$ cat src/rtl/judge_vote_if.sv
// judge_vote_if: classifier sample bus and decided-character result bus
interface judge_vote_if #(
  parameter int IDX_W = 4,
  parameter int DIFF_W = 16,
  parameter int CNT_W = 8,
  parameter int SLOT_W = 3
);
  logic [IDX_W-1:0] char_index;
  logic [DIFF_W-1:0] char_diff;
  logic char_valid;
  logic [IDX_W-1:0] result_index;
  logic [SLOT_W-1:0] result_slot;
  logic [1:0] result_mode;
  logic [CNT_W-1:0] result_hits;
  logic result_valid;
  logic result_ready;
  modport master (
    output char_index, char_diff, char_valid, result_ready,
    input result_index, result_slot, result_mode, result_hits, result_valid
  );
  modport slave (
    input char_index, char_diff, char_valid, result_ready,
    output result_index, result_slot, result_mode, result_hits, result_valid
  );
endinterface

$ cat src/rtl/judge_vote.sv
// judge_vote: per-slot character decision by vote count, same-class run or timeout argmax
module judge_vote #(
  parameter int NUM_CLASS = 11,
  parameter int IDX_W = 4,
  parameter int DIFF_W = 16,
  parameter int CNT_W = 8,
  parameter int CONT_W = 4,
  parameter int TMO_W = 16,
  parameter int NUM_CHARS = 7,
  parameter int SLOT_W = 3
) (
  input logic clk,
  input logic rst,
  judge_vote_if.slave bus,
  input logic [DIFF_W-1:0] max_diff,
  input logic [CONT_W-1:0] min_continue,
  input logic [CNT_W-1:0] min_counter,
  input logic [TMO_W-1:0] timeout,
  input logic plate_start,
  output logic busy,
  output logic plate_done
);
  typedef enum logic [1:0] {IDLE, COUNT, HOLD} state_t;
  localparam logic [IDX_W:0] NCLS = (IDX_W+1)'(NUM_CLASS);
  localparam logic [CNT_W-1:0] CNT_MAX = '1;
  localparam logic [CONT_W-1:0] RUN_MAX = '1;
  localparam logic [SLOT_W-1:0] LAST_SLOT = SLOT_W'(NUM_CHARS-1);
  state_t state, state_nx;
  logic [CNT_W-1:0] hist [NUM_CLASS];
  logic [CONT_W-1:0] run, run_new, eff_cont;
  logic [IDX_W-1:0] last, best_idx;
  logic [TMO_W-1:0] timer;
  logic [SLOT_W-1:0] slot;
  logic [CNT_W-1:0] h_cur, h_new, eff_cnt, best_cnt;
  logic vld, qual, cnt_hit, run_hit, hit, tmo, decide, hs, last_slot;
  assign busy = state != IDLE;
  assign vld = state == COUNT && bus.char_valid && {1'b0, bus.char_index} < NCLS;
  assign h_cur = vld ? hist[bus.char_index] : '0;
  assign h_new = h_cur == CNT_MAX ? h_cur : h_cur + CNT_W'(1);
  assign eff_cnt = min_counter == '0 ? CNT_W'(1) : min_counter;
  assign eff_cont = min_continue == '0 ? CONT_W'(1) : min_continue;
  assign qual = bus.char_diff < max_diff;
  assign run_new = !qual ? '0 :
                   (bus.char_index == last && run != '0) ? (run == RUN_MAX ? run : run + CONT_W'(1)) :
                   CONT_W'(1);
  assign cnt_hit = vld && h_new >= eff_cnt;
  assign run_hit = vld && qual && run_new >= eff_cont;
  assign hit = cnt_hit || run_hit;
  assign tmo = state == COUNT && timeout != '0 && timer == timeout - TMO_W'(1);
  assign decide = hit || tmo;
  assign hs = state == HOLD && bus.result_valid && bus.result_ready && !plate_start;
  assign last_slot = slot == LAST_SLOT;
  // histogram argmax for the timeout fallback; strict compare keeps the lowest index on ties
  always_comb begin
    best_idx = '0;
    best_cnt = hist[0];
    for (int i = 1; i < NUM_CLASS; i++)
      if (hist[i] > best_cnt) begin
        best_idx = IDX_W'(i);
        best_cnt = hist[i];
      end
  end
  // next state: abort wins, then decision, then consumer accept
  always_comb begin
    state_nx = state;
    state_nx = plate_start ? COUNT :
               decide ? HOLD :
               hs ? (last_slot ? IDLE : COUNT) : state;
  end
  // state register
  always_ff @(posedge clk) state <= rst ? IDLE : state_nx;
  // vote histogram, run tracker and slot timer; cleared on every entry to COUNT
  always_ff @(posedge clk) begin
    if (rst) last <= '0;
    else if (vld) last <= bus.char_index;
    if (rst || plate_start || hs) begin
      for (int i = 0; i < NUM_CLASS; i++) hist[i] <= '0;
      run <= '0;
      timer <= '0;
    end else if (state == COUNT) begin
      timer <= timer + TMO_W'(1);
      if (vld) begin
        hist[bus.char_index] <= h_new;
        run <= run_new;
      end
    end
  end
  // registered result, slot sequencing and end-of-plate pulse
  always_ff @(posedge clk) begin
    if (rst) begin
      bus.result_valid <= 1'b0;
      bus.result_index <= '0;
      bus.result_slot <= '0;
      bus.result_mode <= '0;
      bus.result_hits <= '0;
      slot <= '0;
      plate_done <= 1'b0;
    end else begin
      plate_done <= hs && last_slot;
      if (plate_start) begin
        bus.result_valid <= 1'b0;
        slot <= '0;
      end else if (decide) begin
        bus.result_valid <= 1'b1;
        bus.result_index <= hit ? bus.char_index : best_idx;
        bus.result_hits <= hit ? h_new : best_cnt;
        bus.result_mode <= hit ? {run_hit, cnt_hit} : 2'b00;
        bus.result_slot <= slot;
      end else if (hs) begin
        bus.result_valid <= 1'b0;
        if (!last_slot) slot <= slot + SLOT_W'(1);
      end
    end
  end
endmodule

$ cat src/flat_wrapper.sv
// flat-port wrapper written by rule: the top's interface ports become plain ports
module judge_vote_flat 
#(
  parameter int NUM_CLASS = 11,
  parameter int IDX_W = 4,
  parameter int DIFF_W = 16,
  parameter int CNT_W = 8,
  parameter int CONT_W = 4,
  parameter int TMO_W = 16,
  parameter int NUM_CHARS = 7,
  parameter int SLOT_W = 3
)
  (clk, rst, max_diff, min_continue, min_counter, timeout, plate_start, busy, plate_done, bus_char_index, bus_char_diff, bus_char_valid, bus_result_ready, bus_result_index, bus_result_slot, bus_result_mode, bus_result_hits, bus_result_valid);
  judge_vote_if #(.IDX_W(IDX_W), .DIFF_W(DIFF_W), .CNT_W(CNT_W), .SLOT_W(SLOT_W)) bus_i ();
  input logic clk;
  input logic rst;
  input logic [DIFF_W-1:0] max_diff;
  input logic [CONT_W-1:0] min_continue;
  input logic [CNT_W-1:0] min_counter;
  input logic [TMO_W-1:0] timeout;
  input logic plate_start;
  output logic busy;
  output logic plate_done;
  input wire logic [$bits(bus_i.char_index)-1:0] bus_char_index;
  input wire logic [$bits(bus_i.char_diff)-1:0] bus_char_diff;
  input wire logic [$bits(bus_i.char_valid)-1:0] bus_char_valid;
  input wire logic [$bits(bus_i.result_ready)-1:0] bus_result_ready;
  output wire logic [$bits(bus_i.result_index)-1:0] bus_result_index;
  output wire logic [$bits(bus_i.result_slot)-1:0] bus_result_slot;
  output wire logic [$bits(bus_i.result_mode)-1:0] bus_result_mode;
  output wire logic [$bits(bus_i.result_hits)-1:0] bus_result_hits;
  output wire logic [$bits(bus_i.result_valid)-1:0] bus_result_valid;
  assign bus_i.char_index = bus_char_index;
  assign bus_i.char_diff = bus_char_diff;
  assign bus_i.char_valid = bus_char_valid;
  assign bus_i.result_ready = bus_result_ready;
  assign bus_result_index = bus_i.result_index;
  assign bus_result_slot = bus_i.result_slot;
  assign bus_result_mode = bus_i.result_mode;
  assign bus_result_hits = bus_i.result_hits;
  assign bus_result_valid = bus_i.result_valid;
  judge_vote #(.NUM_CLASS(NUM_CLASS), .IDX_W(IDX_W), .DIFF_W(DIFF_W), .CNT_W(CNT_W), .CONT_W(CONT_W), .TMO_W(TMO_W), .NUM_CHARS(NUM_CHARS), .SLOT_W(SLOT_W)) u_core (.clk(clk), .rst(rst), .bus(bus_i), .max_diff(max_diff), .min_continue(min_continue), .min_counter(min_counter), .timeout(timeout), .plate_start(plate_start), .busy(busy), .plate_done(plate_done));
endmodule
$ cat config.mk
export PLATFORM = sky130hd
export DESIGN_NAME = judge_vote_flat
export DESIGN_NICKNAME = d
export VERILOG_FILES = /design/src/rtl/judge_vote_if.sv /design/src/rtl/judge_vote.sv /design/src/flat_wrapper.sv
export SDC_FILE = /design/constraint.sdc
export NUM_CORES = 1
export LEC_CHECK = 0
export ABC_AREA = 1
export CAP_MARGIN = 15
export CORE_MARGIN = 2
export CORE_UTILIZATION = 45
export CTS_BUF_LIST = sky130_fd_sc_hd__clkbuf_2
export DETAILED_ROUTE_END_ITERATION = 8
export PLACE_DENSITY = 0.71
export SETUP_SLACK_MARGIN = 0.4
export SYNTH_ARGS = -nofsm -noshare
export SYNTH_HDL_FRONTEND = slang
export SYNTH_SLANG_ARGS = --single-unit
$ cat constraint.sdc
create_clock -name clk -period 38.4 [get_ports clk]
set_input_delay 5.76 -clock clk [delete_from_list [all_inputs] [get_ports clk]]
set_output_delay 5.76 -clock clk [all_outputs]
set_load 0.02 [all_outputs]
==> results of run 1 <==
==> cell usage in the layout (no fill, tap or decap), types with 55 or more instances in the layout <==
cell             count
a21oi_1             97
ha_1               107
inv_1              196
edfxtp_1            80
nand3_1             63
clkdlybuf4s50_1     88
dfxtp_1             55
nand2_1            306
nor2_1             162
o21ai_0            126
==> per-stage QoR <==
stage | hold WS, ps | instance area (um2)
after global routing | 508 | 11700
after global placement | 455 | 11500
after CTS | 490 | 11700
after detailed placement | 466 | 11500
after floorplan | 443 | 10400
final | 486 | 11700
==> where the power goes <==
part	internal [mW]	switching (mW)	total, mW	leakage [nW]
Sequential	0.158	0.00477	0.163	1.34
Combinational	0.194	0.378	0.572	3.80
Clock	0.0232	0.0551	0.0783	0.117
==> cell families after synthesis <==
group | synth area share [%]
AND/OR/NAND/NOR | 25.3
AO/OA/AOI/OAI | 17.4
buffers and inverters | 8.57
flip-flops | 33.7
adder cells (fa/ha/maj) | 12.9
XOR/XNOR | 2.11
==> synth_stat cells (all sizes together) (17+ instances only) <==
cell type	number	area [um2]
nor3	18	90.1
clkbuf	34	128
a21oi	97	485
nor2	164	618
xor2	17	149
nand2	329	1330
ha	107	1340
o21ai	134	689
a211oi	19	143
nand3	64	325
inv	196	736
edfxtp	80	2400
nand4	30	194
o211ai	17	128
dfxtp	55	1100
==> sequential cells by signal (all words and copies together), names as in the netlist <==
name                     cells
u_core.run                   4
u_core.bus.result_mode       2
u_core.bus.result_valid      1
u_core.plate_done            1
u_core.bus.result_slot       3
u_core.hist                 88
u_core.state                 1
u_core.last                  4
u_core.slot                  3
u_core.bus.result_index      4
u_core.timer                16
u_core.bus.result_hits       8
==> final cells by class <==
class / count / area [um2] / area share, %
multi-input cells: 1062 / 6010 / 51.3
flip-flops and latches: 135 / 3500 / 29.9
repair buffers: 92 / 911 / 7.77
inverters: 197 / 739 / 6.31
well taps: 285 / 357 / 3.04
clock inverters: 13 / 106 / 0.907
clock buffers: 19 / 95.1 / 0.811
diodes: 1 / 2.50 / 0.0213
==> routing by layer <==
metal / track usage (%) / wire length [um] / up-vias
met5: 0 / 0 / -
met4: 7.69 / 778 / 0
met3: 4.00 / 2380 / 55
met2: 40.2 / 13200 / 461
met1: 34.6 / 13500 / 4540
li1: - / - / 4991
==> critical path: cells and delay by family, from the launching register on <==
kind	cells	cell delay [ps]
AO/OA/AOI/OAI	27	5050
adder cells (fa/ha/maj)	10	3140
buffers and inverters	3	540
flip-flops	1	490
AND/OR/NAND/NOR	44	4450
==> how the worst max path moves through the flow <==
stage,startpoint,endpoint,slack (ps),cells past startpoint
global placement,bus_char_index[0],u_core.bus.result_hits[2],24800,33
CTS,u_core.hist[1][1],u_core.bus.result_hits[7],24730,84
global route,u_core.hist[0][7],u_core.bus.result_hits[7],22970,83
finish,u_core.hist[1][1],u_core.bus.result_hits[7],24550,84
detailed placement,bus_char_index[0],u_core.bus.result_hits[0],24760,33
floorplan,u_core.hist[1][7],u_core.bus.result_hits[7],25260,91
==> reports/qor.csv, run 1 <==
metric,value,unit
status,finished clean,
Core ar.,22600,um2
CTS Buf Count,17,
final-report max-slew violation count,0,
Clock Skew,37.5,ps
WP data arrival,14440,ps
critical path launch point type,flop,
kind of critical path,flop to flop,
syn_nets,1608,
Critical Path Fanout Max,19,
worst rel slew slack,32.6,%
first-pass GRT wire length,47800,um
Syn Area/Cell,7.26,um2
CTS max path bufs,2,
final setup vio count,0,
clk slew on worst S/H paths,190,ps
Post-DP HPWL,23400,um
Post-synth EDFFs,80,
die height,156,um
VDD IR max,0.0585,mV
Cells after DPL,1771,
Mapped Area,10400,um2
Non-Filler Instances,1804,
I/O Buffers,88,
die area,24300,um2
I/O pins,89,
# hold bufs at CTS,0,
Post-CTS Setup Bufs,0,
GRT Util Overall,25.0,%
number of global-route vias before repair,9382,
ANT nets after route,0,
setup TNS,0,ps
CP max-delay cell,a32oi_1,
Yosys reg bits,135,
Least-Margin Pin Slew,986,ps
# clock sinks,135,
Synth Flop Type,edfxtp_1,
cts repair resizes,0,
Yosys warning total,0,
highest clock rate,72.2,MHz
Final period util,36.1,%
fin nets,1681,
grt ovf,0,
min-delay src,u_core.bus.result_hits[3],
R2R Setup Slk,24550,ps
Period minus WS final,13850,ps
RSZ-0062 raised after global routing,no,
P&R area growth vs syn,12.8,%
total power,0.813,mW
r2r endpoint,u_core.bus.result_hits[7],
final core occ,51.8,%
DR vias/cell,5.57,
Hold Crit Endpoint,u_core.bus.result_hits[3],
initial core utilization,45.9,%
largest net degree at the start of global routing,38,
cell mode on critical path,nand2_1,
Post-Route WL,29800,um
total of max-cap violations,0,
CTS root buf,clkbuf_2,
DRC Markers,0,
vias,10000,
Unique masters post-synth,51,
Routed wire per std cell,16.5,um
DRT Pass-1 Iters,5,
Clock Latency Late Sink,720,ps
H-tree Lvls,4,
fraction of layout cells with a size suffix above 1,4.61,%
Hold Path Stages,2,
Worst R2R Path Depth,84,
Mapped Cells,1432,
worst hold path type,flop to flop,
antenna violations before repair,1,
PD cells,69.3,nW/um2
die span in x,156,um
dpl ws,24760,ps
CTS tree,built,
P_leak,5.25,nW
Starting DRT DRC Count,977,
# fillers,2194,
Fin. Hold Viols,0,
# rows,55,
Setup WS post-layout,24550,ps
async set-reset flop share out of synthesis,0,%
Critical R2R Launch,u_core.hist[1][1],
gpl congestion,0.995,
CP max stage delay,570,ps
data required time of the worst path,38990,ps
"Seq/Total Area, Yosys",33.7,%
CP Capture Type,flop,
Power figures use the tool's default switching activity.
==> run 2: changes to the inputs <==
--- a/config.mk
+++ b/config.mk
@@ -11,7 +11,7 @@
 export CORE_UTILIZATION = 45
 export CTS_BUF_LIST = sky130_fd_sc_hd__clkbuf_2
 export DETAILED_ROUTE_END_ITERATION = 8
-export PLACE_DENSITY = 0.71
+export PLACE_DENSITY = 0.73
 export SETUP_SLACK_MARGIN = 0.4
 export SYNTH_ARGS = -nofsm -noshare
 export SYNTH_HDL_FRONTEND = slang
==> constraint.sdc (replaced) <==
create_clock -name clk -period 12 [get_ports clk]
set_input_delay 1.8 -clock clk [delete_from_list [all_inputs] [get_ports clk]]
set_output_delay 1.8 -clock clk [all_outputs]
set_load 0.02 [all_outputs]
==> run 2 against run 1 <==
  * The flow now finishes with violations (negative setup slack)
  * Clock skew increased by 3.1 ps
  * Non-clock buffer count increased by 189
  * Sequential power increased to 3.2 times the previous value
  * Final area increased by 26%
  * Clock power increased to 3.6 times the previous value
  * Worst setup slack got worse by 25000 ps
  * Worst hold slack got worse by 17 ps
  * Core utilization increased by 14 points
  * Global-route usage increased by 1.7 points
  * Largest power group unchanged
==> reports/qor.csv, run 2 (same netlist as run 1, synthesis figures left out) <==
metric,value,unit,change
status,"finished, violations left",,was finished clean
failing checks,negative setup slack,,
die height,156,um,unchanged
Fin. Hold Viols,0,,unchanged
Most Crowded Layer GR,met2,,unchanged
antenna violations before repair,1,,unchanged
# hold bufs at CTS,0,,unchanged
ANT nets after route,0,,unchanged
first-pass GRT wire length,51800,um,was 47800 um
number of global-route vias before repair,10700,,was 9382
P&R area growth vs syn,42.3,%,was 12.8%
Core ar.,22600,um2,unchanged
"commonest cells after routing, fill and taps aside","nand2_1, inv_1, buf_4",,"was nand2_1, inv_1, nor2_1"
DR vias/cell,5.73,,was 5.57
Final period util,103,%,was 36.1%
CP Capture Type,flop,,unchanged
Cells after DPL,1850,,was 1771
kind of critical path,flop to flop,,unchanged
Clock Latency Late Sink,730,ps,was 720 ps
PD cells,354,nW/um2,was 69.3 nW/um2
die area,24300,um2,unchanged
Critical R2R Launch,u_core.hist[1][7],,was u_core.hist[1][1]
largest net degree at the start of global routing,50,,was 38
Post-Route WL,35800,um,was 29800 um
Hold Crit Endpoint,u_core.bus.result_index[1],,was u_core.bus.result_hits[3]
worst rel slew slack,36.2,%,was 32.6%
setup TNS,-4070,ps,was 0 ps
number of flip-flops in the largest register,88,,unchanged
min-delay src,u_core.bus.result_index[1],,was u_core.bus.result_hits[3]
grt ovf,0,,unchanged
Hold Path Stages,2,,unchanged
final-report max-slew violation count,0,,unchanged
initial core utilization,45.9,%,unchanged
RSZ-0062 raised after global routing,yes,,was no
Non-Filler Instances,2000,,was 1804
final setup vio count,12,,was 0
highest clock rate,80.6,MHz,was 72.2 MHz
# rows,55,,unchanged
Largest regs,"u_core.hist x88, u_core.timer x16, u_core.bus.result_hits x8",,unchanged
DRT Pass-1 Iters,6,,was 5
fraction of layout cells with a size suffix above 1,27.4,%,was 4.61%
data required time of the worst path,12650,ps,was 38990 ps
die span in x,156,um,unchanged
vias,11500,,was 10.0k
CP max stage delay,450,ps,was 570 ps
CP bufs+invs,22,,was 3
I/O Buffers,88,,unchanged
WP data arrival,13060,ps,was 14440 ps
# fillers,1764,,was 2194
critical path launch point type,flop,,unchanged
CTS max path bufs,2,,unchanged
dpl ws,-734,ps,was 24760 ps
total of max-cap violations,0,,unchanged
CTS Buf Count,17,,unchanged
DRC Markers,0,,unchanged
Clock Skew,40.6,ps,was 37.5 ps
H-tree Lvls,4,,unchanged
I/O pins,89,,unchanged
Routed wire per std cell,17.9,um,was 16.5 um
# clock sinks,135,,unchanged
GRT met3 Usage,5.67,%,was 4.00%
fin nets,1878,,was 1681
gpl congestion,0.922,,was 0.995
CTS root buf,clkbuf_2,,unchanged
Setup WS post-layout,-406,ps,was 24550 ps
clk slew on worst S/H paths,210,ps,was 190 ps
Starting DRT DRC Count,1093,,was 977
CP max-delay cell,edfxtp_1,,was a32oi_1
GR Util met2,46.1,%,was 40.2%
worst hold path type,flop to flop,,unchanged
Least-Margin Pin Slew,956,ps,was 986 ps
met1 usage,33.5,%,was 34.6%
R2R Setup Slk,-410,ps,was 24550 ps
Critical Path Fanout Max,8,,was 19
VDD IR max,0.343,mV,was 0.0585 mV
"Most flops, register",u_core.hist,,unchanged
CTS tree,built,,unchanged
r2r endpoint,u_core.bus.result_index[2],,was u_core.bus.result_hits[7]
cell mode on critical path,buf_4,,was nand2_1
Worst R2R Path Depth,92,,was 84
Period minus WS final,12410,ps,was 13850 ps
"CP delay by family, top",simple AND/OR/NAND/NOR gates,,was compound AO/OA/AOI/OAI gates
"most common cell after layout, fill and taps aside",nand2_1,,unchanged
P_leak,6.42,nW,was 5.25 nW
GRT Util Overall,26.7,%,was 25.0%
total power,5.24,mW,was 0.813 mW
Post-DP HPWL,23200,um,was 23400 um
==> run 2: worst max path at each step <==
stage / from / end / slack [ps] / cells after the start
after global routing: u_core.hist[1][7] / u_core.bus.result_index[2] / -1150 / 92
after CTS: u_core.hist[1][1] / u_core.bus.result_hits[0] / 310 / 94
after floorplan: u_core.hist[1][7] / u_core.bus.result_hits[7] / 410 / 93
after global placement: u_core.hist[1][1] / u_core.bus.result_index[3] / -380 / 78
after detailed placement: u_core.hist[1][1] / u_core.bus.result_index[3] / -730 / 78
final: u_core.hist[1][7] / u_core.bus.result_index[2] / -410 / 92
==> run 2: per-stage QoR <==
stage | area [um2] | util, % | hold slack [ps]
global placement | 12200 | 53.8 | 448
detailed placement | 12200 | 53.8 | 448
global route | 14800 | 65.3 | 494
finish | 14800 | 65.3 | 469
floorplan | 10500 | - | 443
CTS | 13700 | 60.4 | 470
==> run 2: worst reg2reg max path, delay by kind of cell (launching register included) <==
family                     cells  cell delay [ps]
adders and majority gates      9             2650
DFF                            1              450
and+or+nand+nor               46             4790
buffers and inverters         22             2700
AOI/OAI and AO/OA             15             1750
==> run 2: final cells by class <==
class / count / area [um2] / share of cell area, %
inverters: 197 / 747 / 5.05
flip-flops and latches: 135 / 3500 / 23.7
diodes: 1 / 2.50 / 0.0169
well taps: 285 / 357 / 2.41
clock buffers: 17 / 85.1 / 0.575
repair buffers: 281 / 2450 / 16.5
multi-input cells: 1070 / 7500 / 50.7
clock inverters: 14 / 151 / 1.02
==> run 2: report_power, final <==
part,internal (mW),switching [mW],leakage (nW)
clock,0.0962,0.182,0.131
combinational,2.14,2.30,4.96
sequential,0.505,0.0205,1.34
==> run 2: repair_timing <==
action,CTS,global route
hold endpoints to repair,0,0
setup buffers,73,36
setup endpoints to repair,12,12
cloned,8,0
resized for setup,182,156
pin swaps,97,118
==> run 2: per-layer routing <==
metal,vias to the layer above,share of wire (%)
met5,-,0
met4,0,3.3
met3,120,9.1
met2,595,48
met1,5346,40
li1,5395,-
